[src/rtl/mult_seq.sv]
// Shift-and-add multiplier driving an external addsub ALU: one ALU op per cycle, 3*L_DATA+popcount(b)+1 cycles to done.
// start is only accepted in IDLE and is never queued; EARLY_EXIT_EN ends the loop once the multiplier is exhausted.
module mult_seq #(
  parameter int L_DATA = 16
) (
  input  logic              clock,
  input  logic              reset,
  input  logic              start,
  input  logic [L_DATA-1:0] a,
  input  logic [L_DATA-1:0] b,
  output logic              busy,
  output logic              done,
  output logic [L_DATA-1:0] result,
  output logic              ovf,
  output logic [L_DATA-1:0] alu_op1,
  output logic [L_DATA-1:0] alu_op2,
  output logic [2:0]        alu_ctrl,
  input  logic [L_DATA-1:0] alu_out
);

  localparam int CW = (L_DATA > 1) ? $clog2(L_DATA) : 1;

  localparam logic [2:0] ALU_IDLE = 3'b000;
  localparam logic [2:0] ALU_ADD  = 3'b001;
  localparam logic [2:0] ALU_SHL  = 3'b100;
  localparam logic [2:0] ALU_SHR  = 3'b101;

  typedef enum logic [2:0] {
    S_IDLE,
    S_TEST,
    S_ADD,
    S_SHL,
    S_SHR,
    S_DONE
  } state_t;

  state_t            state_q, state_d;
  logic [L_DATA-1:0] mcand_q, mcand_d;
  logic [L_DATA-1:0] mplr_q, mplr_d;
  logic [L_DATA-1:0] acc_q, acc_d;
  logic [CW-1:0]     cnt_q, cnt_d;
  logic              ovf_r_q, ovf_r_d;
  logic [L_DATA-1:0] result_q, result_d;
  logic              ovf_q, ovf_d;

  always_ff @(posedge clock) begin
    if (reset) begin
      state_q  <= S_IDLE;
      mcand_q  <= '0;
      mplr_q   <= '0;
      acc_q    <= '0;
      cnt_q    <= '0;
      ovf_r_q  <= 1'b0;
      result_q <= '0;
      ovf_q    <= 1'b0;
    end else begin
      state_q  <= state_d;
      mcand_q  <= mcand_d;
      mplr_q   <= mplr_d;
      acc_q    <= acc_d;
      cnt_q    <= cnt_d;
      ovf_r_q  <= ovf_r_d;
      result_q <= result_d;
      ovf_q    <= ovf_d;
    end
  end

  always_comb begin
    state_d  = state_q;
    mcand_d  = mcand_q;
    mplr_d   = mplr_q;
    acc_d    = acc_q;
    cnt_d    = cnt_q;
    ovf_r_d  = ovf_r_q;
    result_d = result_q;
    ovf_d    = ovf_q;
    busy     = 1'b1;
    done     = 1'b0;
    alu_op1  = '0;
    alu_op2  = '0;
    alu_ctrl = ALU_IDLE;

    case (state_q)
      S_IDLE: begin
        busy = 1'b0;
        if (start) begin
          mcand_d = a;
          mplr_d  = b;
          acc_d   = '0;
          cnt_d   = '0;
          ovf_r_d = 1'b0;
          state_d = S_TEST;
        end
      end
      S_TEST: begin
`ifdef EARLY_EXIT_EN
        if (mplr_q == '0)    state_d = S_DONE;
        else if (mplr_q[0])  state_d = S_ADD;
        else                 state_d = S_SHL;
`else
        if (mplr_q[0]) state_d = S_ADD;
        else           state_d = S_SHL;
`endif
      end
      S_ADD: begin
        alu_op1  = acc_q;
        alu_op2  = mcand_q;
        alu_ctrl = ALU_ADD;
        acc_d    = alu_out;
        // a sum smaller than the old accumulator means the add carried out
        if (alu_out < acc_q) ovf_r_d = 1'b1;
        state_d  = S_SHL;
      end
      S_SHL: begin
        alu_op1  = mcand_q;
        alu_op2  = L_DATA'(1);
        alu_ctrl = ALU_SHL;
        mcand_d  = alu_out;
        // a multiplicand bit lost off the top still has multiplier bits left to weight it
        if (mcand_q[L_DATA-1] && ((mplr_q >> 1) != '0)) ovf_r_d = 1'b1;
        state_d  = S_SHR;
      end
      S_SHR: begin
        alu_op1  = mplr_q;
        alu_op2  = L_DATA'(1);
        alu_ctrl = ALU_SHR;
        mplr_d   = alu_out;
        cnt_d    = cnt_q + 1'b1;
        if (cnt_q == CW'(L_DATA - 1)) state_d = S_DONE;
        else                          state_d = S_TEST;
      end
      S_DONE: begin
        done     = 1'b1;
        result_d = acc_q;
        ovf_d    = ovf_r_q;
        state_d  = S_IDLE;
      end
      default: state_d = S_IDLE;
    endcase
  end

  assign result = result_q;
  assign ovf    = ovf_q;

endmodule

[config.mk]
export PLATFORM = sky130hd
export DESIGN_NAME = mult_seq
export DESIGN_NICKNAME = d
export VERILOG_FILES = /design/src/rtl/mult_seq.sv
export SDC_FILE = /design/constraint.sdc
export NUM_CORES = 1
export LEC_CHECK = 0
export ABC_AREA = 1
export ABC_CLOCK_PERIOD_IN_PS = 2450
export BUFFER_PORTS_ARGS = -buffer_cell sky130_fd_sc_hd__buf_4
export CORE_MARGIN = 4
export CORE_UTILIZATION = 56
export CTS_BUF_LIST = sky130_fd_sc_hd__clkbuf_8 sky130_fd_sc_hd__clkbuf_16
export DETAILED_ROUTE_END_ITERATION = 10
export GPL_ROUTABILITY_DRIVEN = 0
export HOLD_SLACK_MARGIN = 0.08
export PLACE_DENSITY = 0.85
export SLEW_MARGIN = 20
export SYNTH_ARGS = -nofsm -noshare
export SYNTH_HDL_FRONTEND = slang
export SYNTH_SLANG_ARGS = --single-unit
[constraint.sdc]
create_clock -name clock -period 2.45 [get_ports clock]
set_clock_uncertainty 0.15 [all_clocks]
set_input_delay 0.245 -clock clock [delete_from_list [all_inputs] [get_ports clock]]
set_output_delay 0.245 -clock clock [all_outputs]
set_load 0.03 [all_outputs]
==> results of run 1 <==
metal layers:
layer / vias up / GRT usage [%] / share of wire [%]
met5: - / 0 / 0
met3: 100 / 6.51 / 8.8
met1: 2086 / 39.1 / 35
met4: 0 / 25.7 / 7.9
met2: 359 / 61.8 / 48
li1: 2105 / - / -
critical path: stages (launching register included):
cell and delay [ns]:
dfxtp_1 0.39, nor2_2 0.21, inv_2 0.09, nor2_4 0.17, inv_2 0.23, o21ai_0 0.35
buf_4 0.23
kinds of logic after synthesis:
| kind of cell | after synthesis | synth area share [%] |
|---|---|---|
| buffers and inverters | 97 | 11.2 |
| adder cells (fa/ha/maj) | 16 | 5.34 |
| AO/OA/AOI/OAI | 164 | 24.4 |
| flip-flops | 73 | 39.0 |
| AND/OR/NAND/NOR | 173 | 20.0 |
| other | 1 | 0.100 |
synthesized netlist by cell type, drive strengths merged (15+ instances only):
library cell / instances / area, sq um
nand3: 19 / 95.1
o21ai: 64 / 320
inv: 63 / 236
nand2: 119 / 464
buf: 19 / 124
a31oi: 32 / 200
dfxtp: 73 / 1460
ha: 16 / 200
a21oi: 51 / 255
clkbuf: 15 / 57.6
nor2: 24 / 119
sequential cells by signal, indices dropped and copies added (netlist names):
signal   cells
mcand_q     16
acc_q       16
cnt_q        4
mplr_q      16
ovf          1
ovf_r_q      1
state_q      3
result      16
what timing repair did:
action | CTS | global route
setup buffers | 0 | 4
setup endpoints to repair | 0 | 29
hold buffers | 76 | 0
hold endpoints to repair | 49 | 0
gates resized for setup | 0 | 7
through the flow:
stage | cells | total power (uW) | TNS [ns] | instance area, sq um | setup WS (ns)
2_1_floorplan | 524 | 1880 | 0 | 3750 | 0.391
6_report | 778 | 3470 | 0 | 5560 | 0.0407
5_1_grt | 778 | 3590 | -0.0100 | 5560 | -0.0100
3_5_place_dp | 680 | 2140 | 0 | 4510 | 0.499
4_1_cts | 772 | 3350 | 0 | 5500 | 0.0220
3_3_place_gp | 680 | 2120 | 0 | 4510 | 0.560
layout make-up:
| class | instances | area share, % |
|---|---|---|
| well taps | 77 | 1.73 |
| repair buffers | 193 | 29.5 |
| flip-flops and latches | 73 | 26.3 |
| clock buffers | 11 | 2.72 |
| multi-input cells | 355 | 34.0 |
| clock inverters | 5 | 1.39 |
| inverters | 63 | 4.34 |
| diodes | 1 | 0.0450 |
worst paths after layout:
| kind | from | end | slack [ns] |
|---|---|---|---|
| worst max-delay path | state_q[1] | alu_op1[15] | 0.04 |
| worst min register to register | acc_q[13] | acc_q[13] | 0.34 |
| worst max register to register | state_q[1] | mplr_q[11] | 0.11 |
| worst min-delay path | reset | acc_q[1] | 0.12 |
where the power goes:
part	internal [uW]	leakage, uW	switching [uW]
logic	410	0.00177	575
clock network	626	0.000115	473
registers	1300	0.000597	92.2
==> metrics, run 1 <==
Seq/Total Area, Yosys 39.0%; final setup vio count 0; Die W 89.8 um; CTS H-tree depth 3; PwrDens 624 mW/mm^2; largest net degree at the start of global routing 33; Die Height 89.8 um; Reg area 0.00146 sq mm; wire per inst 18.9 um; CTS tree done; cell count of the worst hold path 2; std cell rows 29; Max Cap Viol 0; CTS buffer count 9; Worst Path Required 2.06 ns; Max Slew Vio Count 0; most frequent cells in the layout buf_4, nand2_1, dlygate4sd3_1; DR vias/cell 5.98; Synth Cell Area 0.00375 sq mm; area occupied by multi-input gates 0.00189 sq mm; Sink Count 73; DR pass1 iterations 6; Max Freq 415 MHz; fraction of registers with async set/reset 0%; Hold Vio Cnt, Final 0; number of fill cells 343; initial DRC count 552; Setup CP Type flip-flop to primary output; Netlist cell types 30; Initial Utilization 58.3%; Synth Flop Type dfxtp_1; die area 0.00806 sq mm; total wire length 14700 um; crit path DAT 2.01 ns; most common cell after layout, fill and taps aside buf_4; maximum vdd ir drop 0.469 mV; GRT overflow 0; LEAKAGE 0.00248 uW; CP max FO 29; Cells after Synth 524; Port Buf Inserts 103; Post-synth EDFFs 0; vias in the first global route 4584; initial antenna violation count 1; final period utilization 98.3%; Post-DP HPWL 8020 um; Antenna Nets Post-Route 0; Synth-to-Final Area Change 48.5%; syn nets 591; hold_ws 0.117 ns; maximum clock path buffer count 2; min cycle time layout 2.41 ns; CORE AREA 0.00642 sq mm; Synth Register Bits 73; Ys Warns 0; status complete, no violations; Synth Area per Inst 7.15 sq um; Remaining DRCs 0; Reg2Reg Depth 8; Clock Pin Slew Worst Setup and Hold Paths 0.08 ns; kind of capture point of the worst setup path primary output; Global Route Usage Sum 35.7%; hold crit path type input pin to flip-flop; via count 4650; IO Count 105; clk root buf clkbuf_8; Skew-Pair Late Insertion Delay 0.36 ns; ratio of cells with drive above 1 in the final layout 21.3%; CP Launch Type flip-flop; first-pass GRT wire length 23300 um; Final #Nets 762; final core utilization 86.6%
(Power assumes the default switching activity.)
==> run 2: changes to the inputs <==
Settings changed: CTS_CLUSTER_SIZE set to 14, SETUP_SLACK_MARGIN set to 0.5.
==> run 2 against run 1 <==
Effect of this change:
- register-to-register slack gained 0.31 ns
- worst setup slack improved by 0.32 ns
- critical endpoint is now alu_op1[7]
- global-route usage is 0.25 points lower
- die area unchanged
- wire length grew 16%
- clock-buffer cell count is the same
- final area grew 2.5%
- first-iteration DRC count is 9.8% higher
- largest power group unchanged
- maximum frequency increased by 16%
- sequential cell count did not move
- critical path depth rose by 1
==> metrics, run 2 (synthesized netlist as in run 1, its figures left out) <==
status complete, no violations; Worst Hold Endpoint acc_q[1]; critical path's largest stage delay 0.37 ns (-0.02 ns); most frequent cells in the layout buf_4, nand2_1, dfxtp_1; Top delay family on crit path buffers and inverters; clk root buf clkbuf_8; unrepaired setup endpoints after global routing yes; Port Buf Inserts 103 (unchanged); CORE AREA 0.00642 sq mm (unchanged); Die Height 89.8 um (unchanged); Die W 89.8 um (unchanged); LEAKAGE 0.00247 uW (-0.31%); hold crit path type input pin to flip-flop; die area 0.00806 sq mm (unchanged); IO Count 105 (unchanged); vias in the first global route 4621 (+0.81%); PwrDens 625 mW/mm^2 (+0.17%); CTS tree done; CTS H-tree depth 3 (unchanged); CP bufs+invs 3 (unchanged); Clock Pin Slew Worst Setup and Hold Paths 0.08 ns (about the same); ratio of cells with drive above 1 in the final layout 29.0% (+7.7 points); Max Slew Vio Count 0 (unchanged); initial antenna violation count 0 (-1); most common cell after layout, fill and taps aside buf_4; Remaining DRCs 0 (unchanged); min cycle time layout 2.08 ns (-0.325 ns); hold_sp reset; std cell rows 29 (unchanged); met1 WL 5460 um (+6.0%); top routing layer used met4; Crit Reg-Reg Endpoint ovf_r_q; Max Freq 480 MHz (+16%); kind of capture point of the worst setup path primary output; final period utilization 85.1% (-13 points); via count 4980 (+7.1%); Synth-to-Final Area Change 52.2%; Antenna Nets Post-Route 0 (unchanged); largest net degree at the start of global routing 33 (unchanged); worst slack, placed 0.499 ns (unchanged); total wire length 17000 um (+16%); Skew-Pair Late Insertion Delay 0.37 ns (about the same); DR pass1 iterations 6 (unchanged); maximum vdd ir drop 0.501 mV (+6.9%); CP max FO 13 (-55%); met2 routed WL 7930 um (+12%); Max Cap Viol 0 (unchanged); hold_ws 0.112 ns (-0.00504 ns); DR vias/cell 6.52 (+9.1%); crit path DAT 1.69 ns (-0.32 ns); Reg2Reg Depth 11 (+3); CTS buffer count 9 (unchanged); CP Launch Type flip-flop; Sink Count 73 (unchanged); final setup vio count 0 (unchanged); Post-DP HPWL 8020 um (unchanged); maximum clock path buffer count 2 (unchanged); wire per inst 22.2 um (+18%); first-pass GRT wire length 23100 um (-0.77%); Hold Vio Cnt, Final 0 (unchanged); FF-to-FF Start acc_q[15]; met3 WL 1920 um (+48%); Worst Path Required 2.06 ns (about the same); Initial Utilization 58.3% (unchanged); initial DRC count 606 (+9.8%); crit path max-delay cell type dfxtp_4; Setup CP Type flip-flop to primary output; Setup TNS Final 0 ns (unchanged); CP cell instances inv_1, nor2_4, nand2_4, clkinv_8, a22oi_1, o21ai_1, buf_4; Global Route Usage Sum 35.4% (-0.25 points); total power 3570 uW (+2.7%); GRT overflow 0 (unchanged); final core utilization 88.8% (+2.2 points); R2R Setup Slk 0.42 ns (+0.31 ns); post-route setup slack 0.366 ns (+0.325 ns); Final #Nets 748 (-1.8%); cell count of the worst hold path 2 (unchanged)
[run 2: changes by cell type in the layout (fill, tap and decap cells not counted), moves of 5 or more]
cell,before,now
dlygate4sd3_1,76,48
buf_6,0,10
nand2_1,116,108
o21ai_0,56,48
o21ai_1,7,15
o221ai_1,8,0
nor2_1,20,14
o221ai_2,0,6
nand2_2,1,6
[run 2: routing by layer]
metal  track usage, %  vias up
met5                0        -
li1                 -     2082
met3             6.84      182
met2             63.7      465
met1             37.5     2251
met4             23.6        0
[run 2: stage by stage]
stage	instance area, sq um	cells
final	5700	764
after global routing	5700	763
after CTS	5490	755
after detailed placement	4510	680
after global placement	4510	680
after floorplan	3750	524
[run 2: repair_timing]
item	CTS	global route
setup buffers	9	7
endpoints found under the hold margin	49	0
cloned	1	1
hold buffers	49	0
gates resized for setup	55	32
pin swaps	3	5
endpoints found under the setup margin	35	40
[run 2: layout make-up]
| type | instances | area, sq um |
|---|---|---|
| flip-flops and latches | 73 | 1470 |
| fillers | 292 | 721 |
| repair buffers | 178 | 1540 |
| clock inverters | 5 | 77.6 |
| clock buffers | 11 | 151 |
| well taps | 77 | 96.3 |
| diodes | 1 | 2.50 |
| inverters | 63 | 259 |
| repair inverters | 2 | 15.0 |
| multi-input cells | 354 | 2080 |
[run 2: worst max-delay path by stage]
stage          startpoint          end  depth (start not counted)
6_report       state_q[1]   alu_op1[7]                          7
5_1_grt        state_q[1]   alu_op1[7]                          7
4_1_cts        state_q[1]  alu_op1[13]                          7
3_5_place_dp   state_q[1]  alu_op1[14]                          7
3_3_place_gp   state_q[1]   alu_op1[7]                          7
2_1_floorplan  state_q[2]  alu_op1[12]                          6
[run 2: report_power, final]
group	total, uW	switching [uW]	leakage, uW	internal, uW
registers	1400	104	0.000599	1300
clock network	1120	494	0.000115	626
logic	1050	651	0.00176	395
total	3570	1250	0.00247	2320
